<file path="src/rtl/pool_window_buffer.sv">
// Streams pixels row-major and emits each non-overlapping 2x2 window one clock
// after its bottom-right pixel is accepted. Even rows are parked in a line buffer.
module pool_window_buffer #(
  parameter int unsigned BITWIDTH = 8,
  parameter int unsigned WIDTH    = 28,
  parameter int unsigned HEIGHT   = 28
) (
  input  logic                       clk,
  input  logic                       rst,
  input  logic                       in_valid,
  input  logic signed [BITWIDTH-1:0] in_data,
  output logic                       out_valid,
  output logic signed [BITWIDTH-1:0] out_a,
  output logic signed [BITWIDTH-1:0] out_b,
  output logic signed [BITWIDTH-1:0] out_c,
  output logic signed [BITWIDTH-1:0] out_d,
  output logic                       out_last
);

  localparam int unsigned CW = $clog2(WIDTH);
  localparam int unsigned RW = $clog2(HEIGHT);

  typedef enum logic [0:0] {StEvenRow, StOddRow} state_e;

  state_e                       state_q;
  logic [CW-1:0]                col_q;
  logic [RW-1:0]                row_q;
  logic signed [BITWIDTH-1:0]   hold_q;
  logic signed [BITWIDTH-1:0]   line_q [WIDTH];
  logic                         out_valid_q;
  logic                         out_last_q;
  logic signed [BITWIDTH-1:0]   out_a_q;
  logic signed [BITWIDTH-1:0]   out_b_q;
  logic signed [BITWIDTH-1:0]   out_c_q;
  logic signed [BITWIDTH-1:0]   out_d_q;

  logic          col_last;
  logic          row_last;
  logic [CW-1:0] col_prev;

  assign col_last = (col_q == CW'(WIDTH - 1));
  assign row_last = (row_q == RW'(HEIGHT - 1));
  assign col_prev = col_q - CW'(1);

  always_ff @(posedge clk) begin
    if (rst) begin
      state_q     <= StEvenRow;
      col_q       <= '0;
      row_q       <= '0;
      hold_q      <= '0;
      out_valid_q <= 1'b0;
      out_last_q  <= 1'b0;
      out_a_q     <= '0;
      out_b_q     <= '0;
      out_c_q     <= '0;
      out_d_q     <= '0;
    end else begin
      out_valid_q <= 1'b0;
      out_last_q  <= 1'b0;
      if (in_valid) begin
        if (col_last) begin
          col_q <= '0;
          row_q <= row_last ? '0 : row_q + RW'(1);
        end else begin
          col_q <= col_q + CW'(1);
        end
        unique case (state_q)
          StEvenRow: begin
            if (col_last) state_q <= StOddRow;
          end
          StOddRow: begin
            if (!col_q[0]) begin
              hold_q <= in_data;
            end else begin
              out_a_q     <= line_q[col_prev];
              out_b_q     <= line_q[col_q];
              out_c_q     <= hold_q;
              out_d_q     <= in_data;
              out_valid_q <= 1'b1;
              out_last_q  <= row_last && col_last;
            end
            if (col_last) state_q <= StEvenRow;
          end
          default: state_q <= StEvenRow;
        endcase
      end
    end
  end

  // No reset needed: every entry is rewritten in the even row before it is read.
  always_ff @(posedge clk) begin
    if (!rst && in_valid && (state_q == StEvenRow)) begin
      line_q[col_q] <= in_data;
    end
  end

  assign out_valid = out_valid_q;
  assign out_last  = out_last_q;
  assign out_a     = out_a_q;
  assign out_b     = out_b_q;
  assign out_c     = out_c_q;
  assign out_d     = out_d_q;

endmodule
</file>
<file path="config.mk">
export PLATFORM = sky130hd
export DESIGN_NAME = pool_window_buffer
export DESIGN_NICKNAME = d
export VERILOG_FILES = /design/src/rtl/pool_window_buffer.sv
export SDC_FILE = /design/constraint.sdc
export NUM_CORES = 1
export LEC_CHECK = 0
export BUFFER_PORTS_ARGS = -buffer_cell sky130_fd_sc_hd__buf_4
export CORE_ASPECT_RATIO = 1.1
export CORE_UTILIZATION = 60
export DETAILED_ROUTE_END_ITERATION = 8
export PLACE_DENSITY = 0.78
export SYNTH_ARGS = -nofsm -noshare
export SYNTH_HDL_FRONTEND = slang
export SYNTH_SLANG_ARGS = --single-unit
</file>
<file path="constraint.sdc">
create_clock -name clk -period 7 [get_ports clk]
set_input_delay 1.4 -clock clk [delete_from_list [all_inputs] [get_ports clk]]
set_output_delay 1.4 -clock clk [all_outputs]
set_load 0.01 [all_outputs]
</file>
==> results.md <==
Outcome:
- The run finished, with violations left.
- The final reports fail on design-rule violations.

Logic synthesis:
- The register bit count reported by yosys is around 280.
- The synthesized design spends more area on one cell type than any other, namely sky130_fd_sc_hd__edfxtp_1.
- The cell area after synthesis is ~0.012 mm^2.
- The post-synthesis cell count is 774.
- Sorting the synthesized cells by area gives the leading types as sky130_fd_sc_hd__edfxtp_1 (55%), sky130_fd_sc_hd__mux4_2 (15%), sky130_fd_sc_hd__dfxtp_1 (8.7%).
- The most used standard cell by instance count after synthesis is sky130_fd_sc_hd__edfxtp_1.
- The synthesized net count is 790.
- During synthesis, Yosys emitted a total of 0 warnings.
- The share of synthesized registers carrying an async set or reset is 0%.
- By count the netlist is led by sky130_fd_sc_hd__edfxtp_1 (224), sky130_fd_sc_hd__mux4_2 (79), sky130_fd_sc_hd__nor2_1 (69).
- The distinct cell type count after synthesis is 50.
- The mean post-synth cell area is 15.8 um^2.
- The number of synthesized flops with an enable pin is 224.
- The portion of the post-synthesis area used by sequential elements is 63.7%.
- The most used flip-flop cell after synthesis is sky130_fd_sc_hd__edfxtp_1.
- The fraction of synthesized cell area taken by the top area cell type is 55.0%.

Clock network:
- The register clock-pin slew on the reported worst setup and hold paths is 0.06 ns.
- The sink count of the clock tree is 277.
- The post-CTS repair timing setup buffer count is 0.
- CTS built an H-tree with a depth of 1.
- The total CTS buffers is 27.
- The number of buffers added to fix hold violations after cts is 0.
- For the worst-skew pair, the clock arrives at the later sink with an insertion delay of 0.53 ns.
- The buffer cell driving the clock tree root is sky130_fd_sc_hd__clkbuf_16.
- The number of buffers on the longest clock path is 3.
- The quantity of gates resized following cts is 0.
- The clock tree from TritonCTS is built.

Layout:
- For this run, the share of the core covered by cells in the final layout is 68.0%.
- The number of nets in the layout is 818.
- The finished cells cover 0.0135 mm^2.
- After filler insertion, the fill cell instance count of the layout stands at 1293.
- Relative to the synthesized area, the layout overhead comes to 10.8%.
- The repair_antennas step left the layout with diodes totalling 0.
- The share of cells above drive strength 1 is 22.7%.
- The final cell count without fillers is 1074.

Floorplan:
- The die covers 0.0209 mm^2.
- The effective utilization at floorplan is 61.3%.
- From left edge to right edge, the die measures about 140 um.
- During I/O placement, the number of pins put on the boundary was 45.
- The total core area is 0.0199 mm^2.
- The die outline height is 152 um.
- The placement row count is 54.

Timing:
- Hold is met by 0.460 ns.
- The final number of hold-violating endpoints was 0.
- Setup repair after global routing left no endpoint under its margin.
- In this run the tightest slew margin relative to its limit is 11.7%.
- The accumulated negative setup slack is 0 ns.
- Subtracting the final worst setup slack from the clock period gives ~3.8 ns.
- The achievable clock frequency is ~0.26 GHz.
- The number of pins exceeding their max-slew limit in the final report is 0.
- The worst path uses 54.5% of the clock period.
- The count of final setup violators is 0.
- Clock skew on the completed layout was measured at 0.00779 ns.
- For the pin with the worst max-slew slack, the measured transition is 1.31 ns.

Drt:
- The number of nets still failing antenna checks after routing is 0.
- The number of detailed-routing iterations run before antenna repair is 7.
- In the routed design, unresolved DRC markers number 5.
- The wire length per cell after detailed routing is 27.7 um.
- The via count of the routed design is 7413.
- Summed over all layers, the routed wires come to 29700 um.
- In the routed layout, each cell is associated on average with a via count of just under 7.
- The first routing iteration left 823 violations.

Global routing:
- The via count of the first global-routing pass was slightly above 7000.
- Across every metal layer, demand over resource in global routing totals 28.7%.
- The number of antenna violations at the first check in global routing is 0.
- The first global-routing pass estimated 43500 um of wire.
- The overflow left after global routing is 0.
- The pin count of the biggest net entering global routing is 54.

Critical path:
- The required arrival time at the worst endpoint is 7.41 ns.
- Setup slack on the worst reg-to-reg path comes out at 3.19 ns.
- The arrival time of the worst setup path is around 4.2 ns.
- STA classifies the critical path endpoint as a flop.
- The startpoint type of the worst setup path is a flop.
- The kind of critical path is flop to flop.
- In this run the worst path has a maximum fanout of 36.
- The number of cells on the worst reg-to-reg path is 7.

Pwr:
- Dividing total power by cell area gives a power density of 260 mW/mm^2.
- Across the VDD grid, the largest voltage drop is 0.235 mV.
- In this run the static leakage power is ~4.3 nW.

Place:
- In this run, placement finished with an instance count of ~1000.
- Once placement finished, the instance area stood at 0.0127 mm^2.
- The last weighted congestion value of the routability-driven placer is 0.908.
- The number of buffers added on ports is 44.
- The half-perimeter wire length after placement is slightly below 20000 um.

Job:
- The max-cap check violation count is 0.

Min path:
- The worst hold path belongs to the class flop to flop.
- The worst hold path was traced through 2 stages.
==> power by group <==
group / total, mW / switching [mW] / internal, mW / leakage, nW
sequential: 1.80 / 0.0183 / 1.78 / 2.44
clock: 1.41 / 0.586 / 0.822 / 0.423
combinational: 0.309 / 0.172 / 0.137 / 1.48
total: 3.52 / 0.777 / 2.74 / 4.35
==> through the flow <==
step	total power, mW	setup slack, ns
finish	3.52	3.19
CTS	3.52	3.15
floorplan	2.05	3.73
global route	3.60	2.97
global placement	2.13	3.30
detailed placement	2.14	3.18
==> per-layer routing <==
layer | vias to the layer above | global-route usage, % | part of all wire [%]
met5 | - | 0 | 0
met4 | 0 | 12.7 | 4.2
met3 | 85 | 4.21 | 8.6
met2 | 427 | 49.3 | 49
met1 | 3769 | 37.0 | 38
li1 | 3132 | - | -
==> worst paths after layout <==
kind                               start        to
worst min-delay path            out_d[5]  out_d[5]
worst max register to register  col_q[0]  out_a[3]
worst min register to register  out_d[5]  out_d[5]
worst max-delay path            col_q[0]  out_a[3]
==> cells by family after synthesis <==
family | Yosys count | synth area share [%]
buffers and inverters | 55 | 2.22
and+or+nand+nor | 177 | 6.45
adders and majority gates | 5 | 0.512
muxes | 156 | 21.0
DFF | 277 | 63.7
AOI/OAI and AO/OA | 100 | 5.77
xor gates and xnor gates | 4 | 0.348
==> layout make-up <==
| type | instances | area (um^2) | share of cell area, % |
|---|---|---|---|
| inverters | 3 | 11.3 | 0.0831 |
| well taps | 252 | 315 | 2.33 |
| clock buffers | 42 | 803 | 5.93 |
| repair buffers | 51 | 383 | 2.83 |
| clock inverters | 7 | 61.3 | 0.453 |
| multi-input cells | 442 | 4180 | 30.8 |
| flip-flops and latches | 277 | 7790 | 57.5 |
==> sequential cells by signal, indices dropped and copies added, names as in the netlist <==
name,flops
col_q,5
hold_q,8
line_q,224
out_a,8
out_b,8
out_c,8
out_d,8
out_last,1
out_valid,1
row_q,5
state_q,1
==> critical path: stages (launching register included) <==
cell	delay, ns
sky130_fd_sc_hd__dfxtp_4	0.72
sky130_fd_sc_hd__clkinv_1	0.46
sky130_fd_sc_hd__ha_2	0.80
sky130_fd_sc_hd__buf_4	0.53
sky130_fd_sc_hd__mux4_2	0.32
sky130_fd_sc_hd__mux2i_1	0.08
sky130_fd_sc_hd__a211o_1	0.36
sky130_fd_sc_hd__a311oi_1	0.37
==> placed cells by master (no fill, tap or decap), types with 12 or more instances in the layout <==
master,n
sky130_fd_sc_hd__clkbuf_16,28
sky130_fd_sc_hd__mux2i_1,66
sky130_fd_sc_hd__a21oi_1,40
sky130_fd_sc_hd__nand3_1,12
sky130_fd_sc_hd__buf_4,51
sky130_fd_sc_hd__dfxtp_1,51
sky130_fd_sc_hd__mux4_2,79
sky130_fd_sc_hd__nand2_1,51
sky130_fd_sc_hd__nor2_1,69
sky130_fd_sc_hd__edfxtp_1,224
sky130_fd_sc_hd__nor3_1,18
Note: power is estimated with default switching activity, not from simulation.
